## config.mk

```make
export PLATFORM = sky130hd
export DESIGN_NAME = hazard_stall_ctrl
export DESIGN_NICKNAME = d
export VERILOG_FILES = /design/src/rtl/hazard_stall_ctrl.sv
export SDC_FILE = /design/constraint.sdc
export NUM_CORES = 1
export LEC_CHECK = 0
export BUFFER_PORTS_ARGS = -buffer_cell sky130_fd_sc_hd__buf_2
export CAP_MARGIN = 20
export CORE_MARGIN = 2
export CORE_UTILIZATION = 40
export CTS_BUF_LIST = sky130_fd_sc_hd__clkbuf_4
export CTS_CLUSTER_DIAMETER = 150
export DETAILED_ROUTE_END_ITERATION = 16
export GPL_ROUTABILITY_DRIVEN = 0
export PLACE_DENSITY = 0.82
export SLEW_MARGIN = 20
export SYNTH_ARGS = -nofsm -noshare
export SYNTH_HDL_FRONTEND = slang
export SYNTH_SLANG_ARGS = --single-unit
```

## constraint.sdc

```tcl
create_clock -name clk -period 3.3 [get_ports clk]
set_clock_uncertainty 0.05 [all_clocks]
set_input_delay 0.66 -clock clk [delete_from_list [all_inputs] [get_ports clk]]
set_output_delay 0.66 -clock clk [all_outputs]
set_load 0.02 [all_outputs]
```

## src/rtl/hazard_stall_ctrl.sv

```systemverilog
// Pipeline sequencing controller: load-use stalls, dmem wait freezes,
// branch flushes and memory timeout trap. Optional macro: HAZ_PERF_CNT_EN.
module hazard_stall_ctrl #(
    parameter int MEM_TIMEOUT = 15,
    parameter int TO_W        = 4,
    parameter int CNT_W       = 16
) (
    input  logic        clk,
    input  logic        rst,
    input  logic [15:0] id_instr,
    input  logic        id_valid,
    input  logic [15:0] ex_instr,
    input  logic        ex_valid,
    input  logic        ex_branch_taken,
    input  logic [15:0] mem_instr,
    input  logic        mem_valid,
    input  logic        dmem_ack,
    output logic        dmem_req,
    output logic        pc_stall,
    output logic        ifid_stall,
    output logic        ifid_flush,
    output logic        idex_stall,
    output logic        idex_bubble,
    output logic        exmem_stall,
    output logic        memwb_bubble,
    output logic        mem_timeout_err,
    output logic [1:0]  ctrl_state
`ifdef HAZ_PERF_CNT_EN
    ,
    output logic [CNT_W-1:0] perf_lu_stalls,
    output logic [CNT_W-1:0] perf_mem_stalls,
    output logic [CNT_W-1:0] perf_flushes
`endif
);

    typedef enum logic [1:0] {
        RUN      = 2'd0,
        MEM_WAIT = 2'd1,
        ERR      = 2'd3
    } state_t;

    localparam logic [TO_W-1:0] TO_LAST = TO_W'(MEM_TIMEOUT - 1);

    function automatic logic [3:0] f_rs1(input logic [15:0] i);
        return (i[15:12] != 4'hE) ? i[11:8] : 4'h0;
    endfunction

    function automatic logic [3:0] f_rs2(input logic [15:0] i);
        if (i[15:12] < 4'd6)
            return i[7:4];
        return (i[15:13] == 3'b110) ? i[3:0] : 4'h0;
    endfunction

    function automatic logic [3:0] f_dest(input logic [15:0] i);
        return (i[15:13] != 3'b110) ? i[3:0] : 4'h0;
    endfunction

    state_t          state_q;
    logic [TO_W-1:0] to_cnt_q;
    logic            err_q;

    logic [3:0] id_rs1;
    logic [3:0] id_rs2;
    logic [3:0] ex_dest;
    logic       ex_load;
    logic       mem_acc;
    logic       freeze;
    logic       flush;
    logic       lu_haz;
    logic       lu;
    logic       unused_ok;

    assign id_rs1  = f_rs1(id_instr);
    assign id_rs2  = f_rs2(id_instr);
    assign ex_dest = f_dest(ex_instr);
    assign ex_load = (ex_instr[15:12] == 4'hB);
    assign mem_acc = mem_valid &
                     ((mem_instr[15:12] == 4'hB) |
                      (mem_instr[15:12] == 4'hC));

    assign unused_ok = ^{ex_instr[11:4], mem_instr[11:0], (CNT_W > 0)};

    // Freeze while a data access is outstanding or after a timeout
    assign freeze = ((state_q == RUN) & mem_acc & ~dmem_ack) |
                    ((state_q == MEM_WAIT) & ~dmem_ack) |
                    (state_q == ERR);

    assign flush  = ex_valid & ex_branch_taken & ~freeze;

    assign lu_haz = ex_valid & ex_load & (ex_dest != 4'h0) & id_valid &
                    ((ex_dest == id_rs1) | (ex_dest == id_rs2));

    assign lu     = lu_haz & ~freeze & ~flush;

    assign dmem_req     = ((state_q == RUN) & mem_acc) |
                          (state_q == MEM_WAIT);
    assign pc_stall     = freeze | lu;
    assign ifid_stall   = freeze | lu;
    assign ifid_flush   = flush;
    assign idex_stall   = freeze;
    assign idex_bubble  = flush | lu;
    assign exmem_stall  = freeze;
    assign memwb_bubble = freeze;

    assign mem_timeout_err = err_q;
    assign ctrl_state      = state_q;

    // Memory handshake FSM with wait-state timeout and sticky error flag
    always_ff @(posedge clk) begin
        if (rst) begin
            state_q  <= RUN;
            to_cnt_q <= '0;
            err_q    <= 1'b0;
        end else begin
            unique case (state_q)
                RUN: begin
                    to_cnt_q <= '0;
                    if (mem_acc & ~dmem_ack)
                        state_q <= MEM_WAIT;
                end
                MEM_WAIT: begin
                    if (dmem_ack) begin
                        state_q  <= RUN;
                        to_cnt_q <= '0;
                    end else begin
                        to_cnt_q <= to_cnt_q + 1'b1;
                        if (to_cnt_q == TO_LAST) begin
                            state_q <= ERR;
                            err_q   <= 1'b1;
                        end
                    end
                end
                ERR: begin
                    err_q <= 1'b1;
                end
                default: begin
                    state_q <= RUN;
                end
            endcase
        end
    end

`ifdef HAZ_PERF_CNT_EN
    logic [CNT_W-1:0] perf_lu_q;
    logic [CNT_W-1:0] perf_mem_q;
    logic [CNT_W-1:0] perf_fl_q;
    logic             mem_frz;

    assign mem_frz = freeze & (state_q != ERR);

    // Saturating event counters
    always_ff @(posedge clk) begin
        if (rst) begin
            perf_lu_q  <= '0;
            perf_mem_q <= '0;
            perf_fl_q  <= '0;
        end else begin
            if (lu && (perf_lu_q != '1))
                perf_lu_q <= perf_lu_q + 1'b1;
            if (mem_frz && (perf_mem_q != '1))
                perf_mem_q <= perf_mem_q + 1'b1;
            if (flush && (perf_fl_q != '1))
                perf_fl_q <= perf_fl_q + 1'b1;
        end
    end

    assign perf_lu_stalls  = perf_lu_q;
    assign perf_mem_stalls = perf_mem_q;
    assign perf_flushes    = perf_fl_q;
`endif

endmodule
```

==> results_dict.tcl <==
set metrics [dict create \
    hp-class "reg -> reg" \
    regArea_um2 140 \
    port-buffer-count 45 \
    tightest_slew_ps 374 \
    antenna_found_initial 0 \
    setup_tns_ps 0 \
    ys_ff_latch 7 \
    root_buffer "clkbuf_4" \
    rows 16 \
    worst_setup_path_start_kind "input pin" \
    intPower_mw 0.179 \
    vdd_ir_drop_max_mv 0.242 \
    status "completed" \
    multi_input_area_um2 626 \
    yosysWarnings 0 \
    wl_per_cell_um 12.6 \
    slew_violations 0 \
    via_per_inst 5.47 \
    dieArea_um2 2430 \
    cap_violations 0 \
    syn-cell-area_um2 821 \
    power_frac_comb_pct 31.9 \
    grt_max_degree 14 \
    grt_setup_unrepaired "false" \
    power_leakage_nw 0.508 \
    setup_viol 0 \
    totalPowerFinal_mw 0.255 \
    synth_cells 104 \
    relSlewSlack_pct 75.1 \
    numCtsBuffers 3 \
    first_pass_iters 4 \
    drive_gt1_share_pct 39.0 \
    syn_to_final_growth_pct 29.9 \
    finalCritPeriodShare_pct 94.8 \
    fillers 207 \
    period_minus_slack_ps 3130 \
    finalHoldViolations 0 \
    routed_wl_mm 2.17 \
    track_usage_pct 19.9 \
    ios 66 \
    htree_levels 1 \
    yosysSeqAreaShare_pct 17.1 \
    cp.required_ps 2590 \
    syn_nets 161 \
    crit_fanout 9 \
    worstSkewPairLatency_ps 260 \
    sw_frac_of_total_pct 29.7 \
    grt_pass1_vias 954 \
    cts_tree "done" \
    cp.arrival_ps 2420 \
    dp_hpwl_mm 1.82 \
    routed-via-count 946 \
    switchingPower_mw 0.0756 \
    final_cell_mix "buf_2 (45), nor2_1 (12), dfxtp_1 (7)" \
    fin_cells 173 \
    synth_top_area_share_pct 17.1 \
    final_common_cell "buf_2" \
    antenna_left 0 \
    clock_path_buffers 2 \
    num_antenna_cells 0 \
    initial_core_util_pct 42.3 \
    grt_pass1_wl_mm 3.88 \
    post_cts_buffers 0 \
    core_area_um2 1940 \
    overflow 0 \
    path_class "in -> out" \
    drt_iter0_drc 11 \
    fmax_ghz 0.320 \
    drc_errors 0 \
    yosysTopAreaCell "dfxtp_1" \
    dp_cells 169 \
    num-nets-final 204 \
    endpoint_kind "primary output" \
    synth_cell_type_count 39 \
    pwr-share-seq_pct 33.5 \
    die_w_um 49.3 \
    clock-sinks 7 \
    yosys-top-cells-area "dfxtp_1 (17%), and4b_1 (7.3%), nor2_1 (5.5%)" \
    clkPwrFrac_pct 34.7 \
    power_density_nw_per_um2 239 \
    fp.dieH_um 49.3 \
    clk_pin_slew_ps 50 \
    syn_avg_cell_area_um2 7.89 \
]
==> per-stage QoR <==
| stage | setup WS [ps] | util (%) | area, µm² | hold WS, ps |
|---|---|---|---|---|
| 3_3_place_gp | 225 | 53.1 | 1030 | 381 |
| 6_report | 171 | 54.9 | 1070 | 423 |
| 2_1_floorplan | 184 | - | 821 | 416 |
| 5_1_grt | 3.66 | 54.9 | 1070 | 460 |
| 3_5_place_dp | 157 | 53.1 | 1030 | 417 |
| 4_1_cts | 157 | 54.6 | 1060 | 429 |
==> timing repair <==
item | CTS | global route
gates resized for setup | 0 | 1
setup endpoints to repair | 0 | 2
hold buffers | 0 | 0
hold endpoints to repair | 0 | 0
==> per-layer routing <==
metal  GRT usage [%]  vias up  routed length (µm)
li1                -      485                   -
met1            20.4      426                 908
met2            40.8       29                1140
met3            3.07        6                  99
met4            4.29        0                  25
met5               0        -                   0
==> flip-flops by register name (all words and copies together), names as in the netlist <==
| register | cells |
|---|---|
| ctrl_state | 2 |
| mem_timeout_err | 1 |
| to_cnt_q | 4 |
==> cells by family after synthesis <==
| logic type | count (synthesis) | share of synthesized area [%] |
|---|---|---|
| AO/OA/AOI/OAI | 26 | 24.7 |
| buffers and inverters | 10 | 7.32 |
| adder cells (fa/ha/maj) | 2 | 3.05 |
| AND/OR/NAND/NOR | 56 | 44.7 |
| flip-flops | 7 | 17.1 |
| XOR/XNOR | 3 | 3.20 |
==> synth_stat cells <==
cell	n
nor3_1	6
and2_1	2
nor3b_1	6
o31a_2	1
nor4_1	2
o211ai_2	2
buf_4	4
o22ai_1	2
and4_1	1
ha_1	2
or4_1	1
a211o_1	2
a31oi_1	2
nand3b_1	1
or3b_1	3
clkbuf_1	2
o211ai_1	2
buf_6	1
xor2_1	1
xnor2_1	2
a41oi_2	1
dfxtp_1	7
nand3_1	1
or4_4	1
a21oi_1	6
o31a_1	1
and3b_1	1
nor2_1	12
nand4b_1	2
o21ai_0	3
nand2b_1	5
nand2_1	3
and4b_1	6
inv_1	3
nor4bb_1	2
o21a_1	2
o21ai_4	1
o21ai_2	1
nor2b_1	1
==> path summary, 6_finish.rpt <==
| check | from | to | slack (ps) | depth (start not counted) |
|---|---|---|---|---|
| worst max-delay path | id_instr[13] | pc_stall | 170 | 8 |
| worst min-delay path | mem_timeout_err | mem_timeout_err | 420 | 2 |
| worst max register to register | to_cnt_q[0] | mem_timeout_err | 2010 | 5 |
| worst min register to register | mem_timeout_err | mem_timeout_err | 420 | 2 |
==> worst max-delay path: stages <==
cell	delay [ps]
buf_2	160
and4b_1	210
a211o_1	300
or4_1	500
o211ai_2	90
a41oi_2	160
o21ai_2	160
buf_2	180
==> final cells by class <==
class | instances | area share, %
Multi-Input combinational cell | 87 | 58.7
Sequential cell | 7 | 13.1
Inverter | 3 | 1.06
Clock buffer | 4 | 2.82
Tap cell | 27 | 3.17
Timing Repair Buffer | 45 | 21.1
==> power by group through the flow <==
| stage | clock [mW] | sequential, mW | combinational (mW) |
|---|---|---|---|
| after floorplan | 0 | 0.0872 | 0.0475 |
| after global placement | 0 | 0.0870 | 0.0766 |
| after detailed placement | 0 | 0.0871 | 0.0807 |
| after CTS | 0.0892 | 0.0852 | 0.0810 |
| after global routing | 0.0940 | 0.0852 | 0.0902 |
| final | 0.0884 | 0.0853 | 0.0812 |
Note: power is estimated with default switching activity, not from simulation.
